--- config.mk ---
export PLATFORM = sky130hd
export DESIGN_NAME = ws2812_tx
export DESIGN_NICKNAME = d
export VERILOG_FILES = /design/src/rtl/ws2812_pkg.sv /design/src/rtl/ws2812_bit_gen.sv /design/src/rtl/ws2812_tx.sv
export SDC_FILE = /design/constraint.sdc
export NUM_CORES = 1
export LEC_CHECK = 0
export BUFFER_PORTS_ARGS = -buffer_cell sky130_fd_sc_hd__buf_2
export CELL_PAD_IN_SITES_DETAIL_PLACEMENT = 1
export CELL_PAD_IN_SITES_GLOBAL_PLACEMENT = 1
export CORE_MARGIN = 2
export CORE_UTILIZATION = 40
export DETAILED_ROUTE_END_ITERATION = 10
export GPL_TIMING_DRIVEN = 0
export PLACE_DENSITY = 0.83
export REMOVE_ABC_BUFFERS = 1
export SYNTH_ARGS = -nofsm -noshare
export SYNTH_HDL_FRONTEND = slang
export SYNTH_SLANG_ARGS = --single-unit
--- constraint.sdc ---
create_clock -name clk -period 3.8 [get_ports clk]
set_input_delay 0.38 -clock clk [delete_from_list [all_inputs] [get_ports clk]]
set_output_delay 0.38 -clock clk [all_outputs]
set_load 0.02 [all_outputs]
--- src/rtl/ws2812_pkg.sv ---
// Shared types and default timing for the WS2812 one-wire transmitter.
package ws2812_pkg;

  localparam int unsigned T0H        = 20;
  localparam int unsigned T1H        = 40;
  localparam int unsigned T_BIT      = 63;
  localparam int unsigned T_LATCH    = 2800;
  localparam int unsigned T_UNDERRUN = 200;
  localparam int unsigned PIXEL_W    = 24;

  typedef struct packed {
    logic [7:0] g;
    logic [7:0] r;
    logic [7:0] b;
  } pixel_t;

  typedef enum logic [1:0] {
    IDLE  = 2'd0,
    SHIFT = 2'd1,
    GAP   = 2'd2,
    LATCH = 2'd3
  } tx_state_t;

  // Widens a 4-bit colour choice to a full 8-bit channel.
  function automatic logic [7:0] expand4to8(input logic [3:0] c);
    return {c, c};
  endfunction

endpackage

--- src/rtl/ws2812_bit_gen.sv ---
// NRZ bit shaper: high phase length depends on the bit value, bit_end marks the last cycle of a period.
module ws2812_bit_gen #(
  parameter int unsigned T0H   = ws2812_pkg::T0H,
  parameter int unsigned T1H   = ws2812_pkg::T1H,
  parameter int unsigned T_BIT = ws2812_pkg::T_BIT,
  parameter int unsigned CYC_W = $clog2(T_BIT)
) (
  input  logic [CYC_W-1:0] cyc,
  input  logic             bit_val,
  output logic             dout_c,
  output logic             bit_end_c
);

  assign dout_c    = cyc < CYC_W'(bit_val ? T1H : T0H);
  assign bit_end_c = cyc == CYC_W'(T_BIT - 1);

endmodule

--- src/rtl/ws2812_tx.sv ---
// WS2812 serial driver: streams 24-bit GRB words MSB first, then holds the line low for the latch gap.
module ws2812_tx #(
  parameter int unsigned T0H        = ws2812_pkg::T0H,
  parameter int unsigned T1H        = ws2812_pkg::T1H,
  parameter int unsigned T_BIT      = ws2812_pkg::T_BIT,
  parameter int unsigned T_LATCH    = ws2812_pkg::T_LATCH,
  parameter int unsigned T_UNDERRUN = ws2812_pkg::T_UNDERRUN
) (
  input  logic        clk,
  input  logic        reset,
  input  logic [23:0] pixel_data,
  input  logic        pixel_last,
  input  logic        pixel_valid,
  output logic        pixel_ready,
  output logic        dout,
  output logic        busy,
  output logic        frame_done,
  output logic        underrun
);
  import ws2812_pkg::*;

  localparam int unsigned CYC_W = $clog2(T_BIT);
  localparam int unsigned LAT_W = $clog2(T_LATCH);
  localparam int unsigned GAP_W = $clog2(T_UNDERRUN);

  tx_state_t        state_q, state_d;
  logic [CYC_W-1:0] cyc_q, cyc_d;
  logic [4:0]       bit_idx_q, bit_idx_d;
  logic [LAT_W-1:0] lat_q, lat_d;
  logic [GAP_W-1:0] gap_q, gap_d;
  pixel_t           word_q, word_d;
  logic             last_q, last_d;
  logic             under_d;
  logic             accept_c;
  logic [23:0]      bits_c;
  logic             bit_c;
  logic             high_c;
  logic             bit_end_c;

  // pixel_ready is only high where an accept must load a fresh word.
  assign accept_c = pixel_valid & pixel_ready;

  always_comb begin
    state_d   = state_q;
    cyc_d     = cyc_q;
    bit_idx_d = bit_idx_q;
    lat_d     = lat_q;
    gap_d     = gap_q;
    word_d    = word_q;
    last_d    = last_q;
    under_d   = 1'b0;
    bits_c    = '0;
    bit_c     = 1'b0;
    if (accept_c) begin
      word_d    = pixel_t'(pixel_data);
      last_d    = pixel_last;
      bit_idx_d = 5'd23;
      cyc_d     = '0;
      state_d   = SHIFT;
    end else begin
      case (state_q)
        SHIFT: begin
          if (cyc_q == CYC_W'(T_BIT - 1)) begin
            cyc_d = '0;
            if (bit_idx_q != 5'd0) begin
              bit_idx_d = bit_idx_q - 5'd1;
            end else if (last_q) begin
              state_d = LATCH;
              lat_d   = '0;
            end else begin
              state_d = GAP;
              gap_d   = '0;
            end
          end else begin
            cyc_d = cyc_q + CYC_W'(1);
          end
        end
        GAP: begin
          if (gap_q == GAP_W'(T_UNDERRUN - 1)) begin
            under_d = 1'b1;
            state_d = LATCH;
            lat_d   = '0;
          end else begin
            gap_d = gap_q + GAP_W'(1);
          end
        end
        LATCH: begin
          if (lat_q == LAT_W'(T_LATCH - 1)) begin
            state_d = IDLE;
            lat_d   = '0;
          end else begin
            lat_d = lat_q + LAT_W'(1);
          end
        end
        default: ;
      endcase
    end
    bits_c = word_d;
    bit_c  = bits_c[bit_idx_d];
  end

  // Shaped on next-cycle values so registered dout rises the cycle after accept.
  ws2812_bit_gen #(
    .T0H   (T0H),
    .T1H   (T1H),
    .T_BIT (T_BIT),
    .CYC_W (CYC_W)
  ) u_bit_gen (
    .cyc       (cyc_d),
    .bit_val   (bit_c),
    .dout_c    (high_c),
    .bit_end_c (bit_end_c)
  );

  always_ff @(posedge clk) begin
    if (reset) begin
      state_q     <= IDLE;
      cyc_q       <= '0;
      bit_idx_q   <= '0;
      lat_q       <= '0;
      gap_q       <= '0;
      word_q      <= '0;
      last_q      <= 1'b0;
      dout        <= 1'b0;
      pixel_ready <= 1'b0;
      busy        <= 1'b0;
      frame_done  <= 1'b0;
      underrun    <= 1'b0;
    end else begin
      state_q     <= state_d;
      cyc_q       <= cyc_d;
      bit_idx_q   <= bit_idx_d;
      lat_q       <= lat_d;
      gap_q       <= gap_d;
      word_q      <= word_d;
      last_q      <= last_d;
      dout        <= (state_d == SHIFT) & high_c;
      pixel_ready <= (state_d == IDLE) | (state_d == GAP) |
                     ((state_d == SHIFT) & bit_end_c & (bit_idx_d == 5'd0) & ~last_d);
      busy        <= state_d != IDLE;
      frame_done  <= (state_d == LATCH) & (lat_d == LAT_W'(T_LATCH - 1));
      underrun    <= under_d;
    end
  end

endmodule

Yosys cells after proc, flatten, opt, wreduce, memory -nomap -nowiden:

Cells that the tools add are included.

* logic and storage cells: 85
* output and inout port bits: 5
* register bits after elaboration: 63
* bits of input ports: 28

* equal/unequal tests: 15
* muxes and demuxes: 32
* order comparisons: 2
* add/subtract/negate cells: 4
* reductions and logical operators: 7
* bitwise logic cells: 11

Operators with widths (number)
* 12-bit two-way mux: 6
* 12-bit case mux with 3 select lines: 1
* 8-bit two-way mux: 4
* 12-bit equality test (second input constant): 2
* 24-bit two-way mux: 1
* 6-bit two-way mux: 4
* 5-bit two-way mux: 4
* 8-bit case mux with 2 select lines: 1
* 12-bit by 1-bit adder with 12-bit output (second input constant): 1
* 6-bit equality test (second input constant): 2
* 2-bit two-way mux: 5
* 8-bit by 1-bit adder with 8-bit output (second input constant): 1
* 2-bit equality test (second input constant): 4
* 8-bit equality test (second input constant): 1
* 2-bit inequality test (second input constant): 4
* 6-bit by 1-bit adder with 6-bit output (second input constant): 1
* 1-bit AND: 6
* 5-bit by 6-bit < comparator with 1-bit output (second input constant): 1
* 6-bit < comparator: 1
* 2-bit case mux with 3 select lines: 1
* 6-bit AND reduction: 1
* 1-bit binary-select mux with 5-bit select: 1
* 5-bit logical NOT: 1
* 5-bit nonzero test: 1
* 8 further kinds: 16

Logic depth before layout (Yosys ltp):

Gate-level depths: netlist of the first run.

* depth in word-level cells: 10
* mapped depth: 16
* gate-level depth less buffers: 13

Hierarchy:

From an unflattened synthesis of the first run, not the netlist that was laid out.

* cells, all modules: 425
* area total of the unflattened synthesis: 3460.8 µm²

By module, submodules not included
* ws2812_tx: area an instance 3378.2 µm², cells an instance 414, sequential area each 1261.2 µm², times used 1
* ws2812_bit_gen: area an instance 82.6 µm², cells an instance 11, sequential area each 0.0 µm², times used 1

Least setup slack after synthesis of the first run:

No wires, ideal clock.

* path type: flip-flop to flip-flop
* start: reg bit_idx_q[0]
* end: reg dout
* setup time: 67 ps
* data required time: 3733 ps
* path slack: 281 ps
* arrival time: 3452 ps
* clock period less this slack: 3519 ps
* buffers on the path: 0
* cell stages (with the launch flop): 14
* cells stage by stage: dfxtp_1 -> inv_1 -> ha_1 -> nor4b_4 -> nor4_1 -> or3_4 -> nor4_2 -> a221oi_1 -> or4_4 -> ha_1 -> nor2_1 -> a21oi_1 -> or4_1 -> o21ai_2

* cells in the longest elaborated chain, start to end: 10
* elaborated cells on any way between the ends: 16
* those cells by class: add/sub (1); order compare (1); eq/ne (1); mux (11); bitwise (1); reduce/logical (1)

RTL lines
* start, declared: line ws2812_tx.sv:28 `logic [4:0] bit_idx_q, bit_idx_d;`
* start signal, assigned: line ws2812_tx.sv:132 `bit_idx_q <= bit_idx_d;`
* 5-bit by 1-bit subtractor with 5-bit output or 5-bit nonzero test (tied branches): line ws2812_tx.sv:66, ws2812_tx.sv:65
* 5-bit two-way mux: line ws2812_tx.sv:65 `if (bit_idx_q != 5'd0) begin`
* 5-bit two-way mux: line ws2812_tx.sv:63 `if (cyc_q == CYC_W'(T_BIT - 1)) begin`
* 5-bit two-way mux: line ws2812_tx.sv:61 `case (state_q)`
* 5-bit two-way mux: line ws2812_tx.sv:54 `if (accept_c) begin`
* 1-bit binary-select mux with 5-bit select: line ws2812_tx.sv:99 `bit_c = bits_c[bit_idx_d];`
* 1-bit two-way mux (implied by the code): line ws2812_tx.sv:99
* 6-bit two-way mux: line ws2812_bit_gen.sv:14 `assign dout_c = cyc < CYC_W'(bit_val ? T1H : T0H);`
* 6-bit < comparator: line ws2812_bit_gen.sv:14
* 1-bit AND *: line ws2812_tx.sv:137 `dout <= (state_d == SHIFT) & high_c;`
* end signal, assigned: line ws2812_tx.sv:137
* end, declared: line ws2812_tx.sv:15 `output logic dout,`

Every way passes the cells marked *; elsewhere a longest branch is shown, timed or not. The select of a mux whose other input is x is not followed.
A chain may end at the register's enable or synchronous reset.

Final worst setup path of the first run:

* start: reg bit_idx_q[1]
* end: reg dout

Same word-level chain as after synthesis.

==> flow_summary.toml, run 1 <==
[setup_path]
critPathRequiredTime_ps = 4090
path_cells = "inv_4, ha_4, nor4b_4, buf_4, nor3_4, buf_4, xnor2_4, mux2i_1, o311a_1, or4_4, ha_4, nor2_1, a21oi_1, or4_1, o21ai_2"
cp.depth = 15
endpoint_kind = "flip-flop"
slowest_delay_ps = 540
critical_path_arrival_ps = 4010
r2r_start = "bit_idx_q[1]$_SDFF_PP0_"
crit_buf_inv = 3
worst-r2r-setup-slack_ps = 80
path_class = "flip-flop to flip-flop"
worst-path-max-fanout = 8
cp_top_family = "simple AND/OR/NAND/NOR gates"
slowest_stage = "or4_4"
rr_endpoint = "dout$_SDFF_PP0_"
cp-start-kind = "flip-flop"
r2r_cells = 15

[grt]
grtUsageTotal = 0.232
overflow = 0
grt_pass1_vias = 3740
grt_antenna_before_repair = 0
grt_max_degree = 57
grt_pass1_wl_um = 18300

[die]
io_pins = 33
core-area_sq_um = 8720
die_y_um = 98.7
die_x_um = 98.7
initial_utilization = 0.412
rows = 34
fp.dieArea_sq_um = 9750

[clocking]
cts_tree = "built"
cts_buffer_depth = 2
clock-sinks = 63
ctsHtreeMaxLevel = 3
cts_hold_repair.buffers = 0
cts_root_buffer = "clkbuf_8"
clkSlewWorstSetupHoldPaths_ps = 80
cts_made_buffers = 9
clock_latency_ps = 350

[layout]
seqCellArea_sq_um = 1270
nets = 533
diodes = 0
final_core_util = 0.495
multi_input_area_sq_um = 2300
fillers = 1048
layout-drive-gt1-share = 0.226
area_delta_synth_final_pct = 20.3

[synth]
synth-compound-area-share = 0.229
synth_warnings = 0
synth_fa_ha_area_frac = 0.0349
seq_area_frac_synth = 0.351
yosysUniqueCellTypes = 72
synth_ff_type = "dfxtp_1"
postSynth.asyncResetShare = 0
syn_avg_cell_area_sq_um = 8.05
ys_ff_latch = 63
synth-xor-area-share = 0.0369
synth_top_family_by_area = "simple AND/OR/NAND/NOR gates"
synth-simple-area-share = 0.281
synth_mux_area_frac = 0.0286
synth_edf_count = 0
syn-cell-area_sq_um = 3590
syn_inst = 446

[power_and_ir_drop]
internal-power_uw = 1090
netSwitchingFraction = 0.300
p_clk_frac = 0.362
power_frac_seq = 0.456
p_switching_uw = 464
comb_power_share = 0.181
vdd_drop_max_v = 0.000151
pwr_density_cell_nw_per_um2 = 359
p_leak_uw = 0.00164

[worst_hold_path]
hold_path_depth = 3
min_path_type = "primary input to flip-flop"
hold_end = "word_q[6]$_SDFF_PP0_"
hold_start = "pixel_data[6]"

[detailed_routing]
final_antenna_net_count = 0
detail_route.iter0.violations = 202
wl_per_cell_um = 19.7
totalWireLength_um = 12000
drc_errors = 0
firstDrtPassIters = 4
viasPerCell = 6.22
vias = 3774

[timing]
report.final.slew_viol_count = 0
finalHoldViolations = 0
slew_headroom = 0.237
skew_ps = 11.4
worst_pin_slew_ps = 1130
finalCritPeriodShare = 0.979
finalCriticalPeriod_ps = 3720
holdWs_ps = 262
max_freq_mhz = 269
finalSetupViolations = 0

[placed_design]
dp_hpwl_um = 6620
gp_congestion = 0.821
numPortBuffers = 32

[status]
status = "completed"

[flow_run]
drv_cap = 0
[state kept, by name (all words and copies together), names as in the netlist]
signal,count
underrun,1
lat_q,12
pixel_ready,1
gap_q,8
cyc_q,6
last_q,1
busy,1
bit_idx_q,5
word_q,24
dout,1
state_q,2
frame_done,1
[power groups by stage]
stage	Clock (uW)	Sequential [uW]	Combinational, uW
global route	597	709	301
floorplan	0	719	131
global placement	0	719	194
finish	561	707	281
detailed placement	0	721	201
CTS	566	707	232
[stage by stage]
stage	setup WS, ps	cells	area (sq um)	power, uW	TNS, ps
after floorplan	-129	420	3480	849	-129
final	78.3	607	4320	1550	0
after global routing	-21.9	607	4320	1610	-21.9
after global placement	-837	560	3770	913	-837
after detailed placement	-1050	560	3780	922	-1050
after CTS	2.36	590	4140	1510	0
[cell type report]
type,count,area share
multi-input combinational,350,0.533
timing repair buffer,63,0.0910
sequential,63,0.294
clock inverter,3,0.00406
inverter,8,0.00840
tap,108,0.0313
clock buffer,12,0.0382
[logic make-up (layout without fill, tap and decap cells)]
| family | after synthesis | after routing |
|---|---|---|
| compound gates | 121 | 122 |
| fa+ha+maj | 10 | 10 |
| mux | 10 | 10 |
| buf+inv | 34 | 86 |
| flops | 63 | 63 |
| simple gates | 195 | 195 |
| xor+xnor | 13 | 13 |
[worst max-delay path by stage]
stage,start,end,slack (ps)
detailed placement,bit_idx_q[0]$_SDFF_PP0_,dout$_SDFF_PP0_,-1050
finish,bit_idx_q[1]$_SDFF_PP0_,dout$_SDFF_PP0_,80
floorplan,bit_idx_q[0]$_SDFF_PP0_,dout$_SDFF_PP0_,-130
global route,bit_idx_q[1]$_SDFF_PP0_,dout$_SDFF_PP0_,-20
CTS,pixel_ready$_SDFF_PP0_,dout$_SDFF_PP0_,2
global placement,bit_idx_q[0]$_SDFF_PP0_,dout$_SDFF_PP0_,-840
[worst min-delay path, delay by kind of cell]
family,cells,cell delay (ps)
compound gates,1,50
buf+inv,1,90
simple gates,1,40
[layout by cell type, fill, tap and decap left out, types with 4 or more instances in the layout]
master    count
nand2_1      68
dfxtp_1      59
a21oi_1      47
nor2_1       35
buf_2        32
buf_4        31
o21ai_0      19
nand3_1      19
nor3_1       12
clkbuf_8     12
nand4_1      11
xor2_1       10
and3_1        8
a31oi_1       8
mux2i_1       8
inv_1         6
ha_1          6
nor2b_1       5
nor4_1        5
nand2b_1      4
o211ai_1      4
or4_1         4
[cell usage after synthesis, types with 2 or more instances]
master,number,area share
buf_2,3,0.0042
a41oi_1,3,0.0073
xnor2_1,2,0.0049
nor2b_1,5,0.0087
and4_1,3,0.0073
a21boi_0,2,0.0042
o31ai_1,3,0.0063
nor3_1,12,0.017
mux2_2,2,0.0063
mux2i_1,8,0.022
dfxtp_1,63,0.35
a211oi_1,2,0.0042
a221oi_1,3,0.0073
nor2_1,36,0.038
o211ai_1,4,0.0084
or4_1,4,0.0084
and2_1,2,0.0035
a311oi_1,2,0.0049
nand2_1,70,0.073
a31oi_1,8,0.014
clkbuf_1,19,0.020
inv_1,8,0.0084
a41o_1,3,0.0084
and3_1,8,0.014
or3_1,2,0.0035
buf_4,2,0.0042
a2111oi_0,3,0.0073
nand2b_1,4,0.0070
nor4_1,6,0.010
a21oi_1,47,0.066
xor2_1,10,0.024
o21ai_0,19,0.026
o41ai_1,2,0.0049
ha_1,10,0.035
nand4_1,11,0.019
nand3_1,19,0.026
[repair_timing]
action | 4_1_cts | 5_1_grt
buffers inserted | 14 | 17
gates resized for setup | 18 | 12
gates cloned | 1 | 0
endpoints found under the setup margin | 1 | 1
pin swaps | 5 | 2
[metal layers]
metal / share of wire / GRT usage / vias up
met4: 0.034 / 0.0885 / 0
met2: 0.48 / 0.379 / 115
li1: - / - / 1757
met1: 0.43 / 0.301 / 1860
met5: 0 / 0 / -
met3: 0.054 / 0.0489 / 42
Power figures use the tool's default switching activity.
==> run 2, diff against run 1 <==
- GPL_TIMING_DRIVEN: 0 -> not set
- SKIP_CTS_REPAIR_TIMING: not set -> 1
==> run 2 against run 1 <==
Clock skew down 1.9 ps; largest cell class unchanged; non-clock buffer count down 7; total power up 4.0%; sequential power down 0.7%; clock power up 17%; via count down 2.9%; cell count down 1.3%; sequential share of layout area up 0.43 points.
==> flow_summary.toml, run 2 (synthesized netlist as in run 1, its figures left out) <==
[power_and_ir_drop]
p_leak_uw = 0.00160
pwr_density_cell_nw_per_um2 = 381
vdd_drop_max_v = 0.000183

[clocking]
clkSlewWorstSetupHoldPaths_ps = 70
cts_buffer_depth = 2
cts_tree = "built"
ctsHtreeMaxLevel = 3
clock-sinks = 63
cts_root_buffer = "clkbuf_8"
clock_latency_ps = 360
cts_made_buffers = 9

[die]
die_y_um = 98.7
die_x_um = 98.7
initial_utilization = 0.412
fp.dieArea_sq_um = 9750
core-area_sq_um = 8720
rows = 34
io_pins = 33

[grt]
met2_usage = 0.391
grtUsageTotal = 0.235
grtUsageMet1 = 0.304
grt_pass1_wl_um = 18500
overflow = 0
grt_max_degree = 57
grt_busiest_layer = "met2"
grt_pass1_vias = 3781
use_met3 = 0.0411
grt_antenna_before_repair = 0

[timing]
max_freq_mhz = 272
worst_pin_slew_ps = 1090
slew_headroom = 0.265
holdWs_ps = 256
finalCriticalPeriod_ps = 3680
finalSetupViolations = 0
finalCritPeriodShare = 0.968
report.final.slew_viol_count = 0
finalHoldViolations = 0
tns_ps = 0
setup_slack_ps = 121
skew_ps = 9.53

[placed_design]
numPortBuffers = 32
dpl.cell_count = 580
dp_hpwl_um = 7760
place_area_sq_um = 3930
pre_cts_ws_ps = 38.7
gp_congestion = 0.948

[detailed_routing]
final_antenna_net_count = 0
viasPerCell = 6.12
totalWireLength_um = 11500
detail_route.iter0.violations = 210
wl_per_cell_um = 19.3
vias = 3664
firstDrtPassIters = 4
drc_errors = 0

[layout]
final_cell_mix = "69 x nand2_1, 63 x dfxtp_1, 47 x a21oi_1, 36 x nor2_1, 32 x buf_2"
nets = 525
final_common_cell = "nand2_1"
instances_no_fill = 599
largest_reg_flops = 24
fillers = 1069
reg_top3 = "word_q: 24 flops, lat_q: 12 flops, gap_q: 8 flops"
diodes = 0
layout-drive-gt1-share = 0.191
area_delta_synth_final_pct = 17.6
fin_area_sq_um = 4220
regMostFlops = "word_q"

[setup_path]
critPathRequiredTime_ps = 4090
r2r_cells = 13
worst-path-max-fanout = 9
path_class = "flip-flop to flip-flop"
rr_endpoint = "dout$_SDFF_PP0_"
critical_path_arrival_ps = 3970
r2r_start = "cyc_q[0]$_SDFF_PP0_"
endpoint_kind = "flip-flop"
cp-start-kind = "flip-flop"
worst-r2r-setup-slack_ps = 120

[worst_hold_path]
hold_start = "pixel_data[6]"
hold_path_depth = 3
hold_end = "word_q[6]$_SDFF_PP0_"
min_path_type = "primary input to flip-flop"

[flow_run]
drv_cap = 0

[status]
status = "completed"
run 2: changes by cell type in the layout (fill, tap and decap cells not counted), sizes merged:
cell,before,now
buf,63,56
bufinv,0,2
clkbuf,12,11
clkinvlp,2,0
inv,7,8
o31ai,5,4
run 2: critical path, cell delays in order, from the launching register on:
cell and delay (ps):
dfxtp_1 360, inv_1 130, ha_1 230, nand2_2 190, nor4_1 510, o211ai_1 220
a31oi_1 240, a221oi_1 120, or4_4 570, ha_1 300, a21oi_1 130, o21ai_0 100
or4_1 440, o21ai_2 70
run 2: power by group:
part           switching [uW]  internal [uW]  leakage (uW)
Clock                     273            382      0.000109
Combinational             151            103      0.000977
Sequential               19.0            683      0.000512
Total                     443           1170       0.00160
run 2: per-stage QoR:
step / power, uW / util
after floorplan: 849 / -
after global placement: 935 / 0.450
after CTS: 1600 / 0.474
after detailed placement: 945 / 0.450
after global routing: 1680 / 0.484
final: 1610 / 0.484
run 2: final cells by class:
type	count	area [sq um]	area share
clock buffers	11	141	0.0335
clock inverters	4	70.1	0.0166
inverters	8	30.0	0.00711
multi-input cells	349	2240	0.532
flip-flops and latches	63	1260	0.299
well taps	108	135	0.0320
repair buffers	56	340	0.0806
run 2: worst max path at each step:
stage,endpoint,from,slack (ps)
after floorplan,dout$_SDFF_PP0_,bit_idx_q[0]$_SDFF_PP0_,-130
after global placement,dout$_SDFF_PP0_,bit_idx_q[0]$_SDFF_PP0_,170
after detailed placement,dout$_SDFF_PP0_,bit_idx_q[0]$_SDFF_PP0_,40
after CTS,dout$_SDFF_PP0_,bit_idx_q[0]$_SDFF_PP0_,-40
after global routing,dout$_SDFF_PP0_,cyc_q[0]$_SDFF_PP0_,-120
final,dout$_SDFF_PP0_,cyc_q[0]$_SDFF_PP0_,120
run 2: routing by layer:
| layer | wire [um] | share of wire | vias up |
|---|---|---|---|
| met5 | 0 | 0 | - |
| met4 | 275 | 0.024 | 0 |
| met3 | 468 | 0.041 | 29 |
| met2 | 5630 | 0.49 | 92 |
| met1 | 5160 | 0.45 | 1810 |
| li1 | - | - | 1733 |
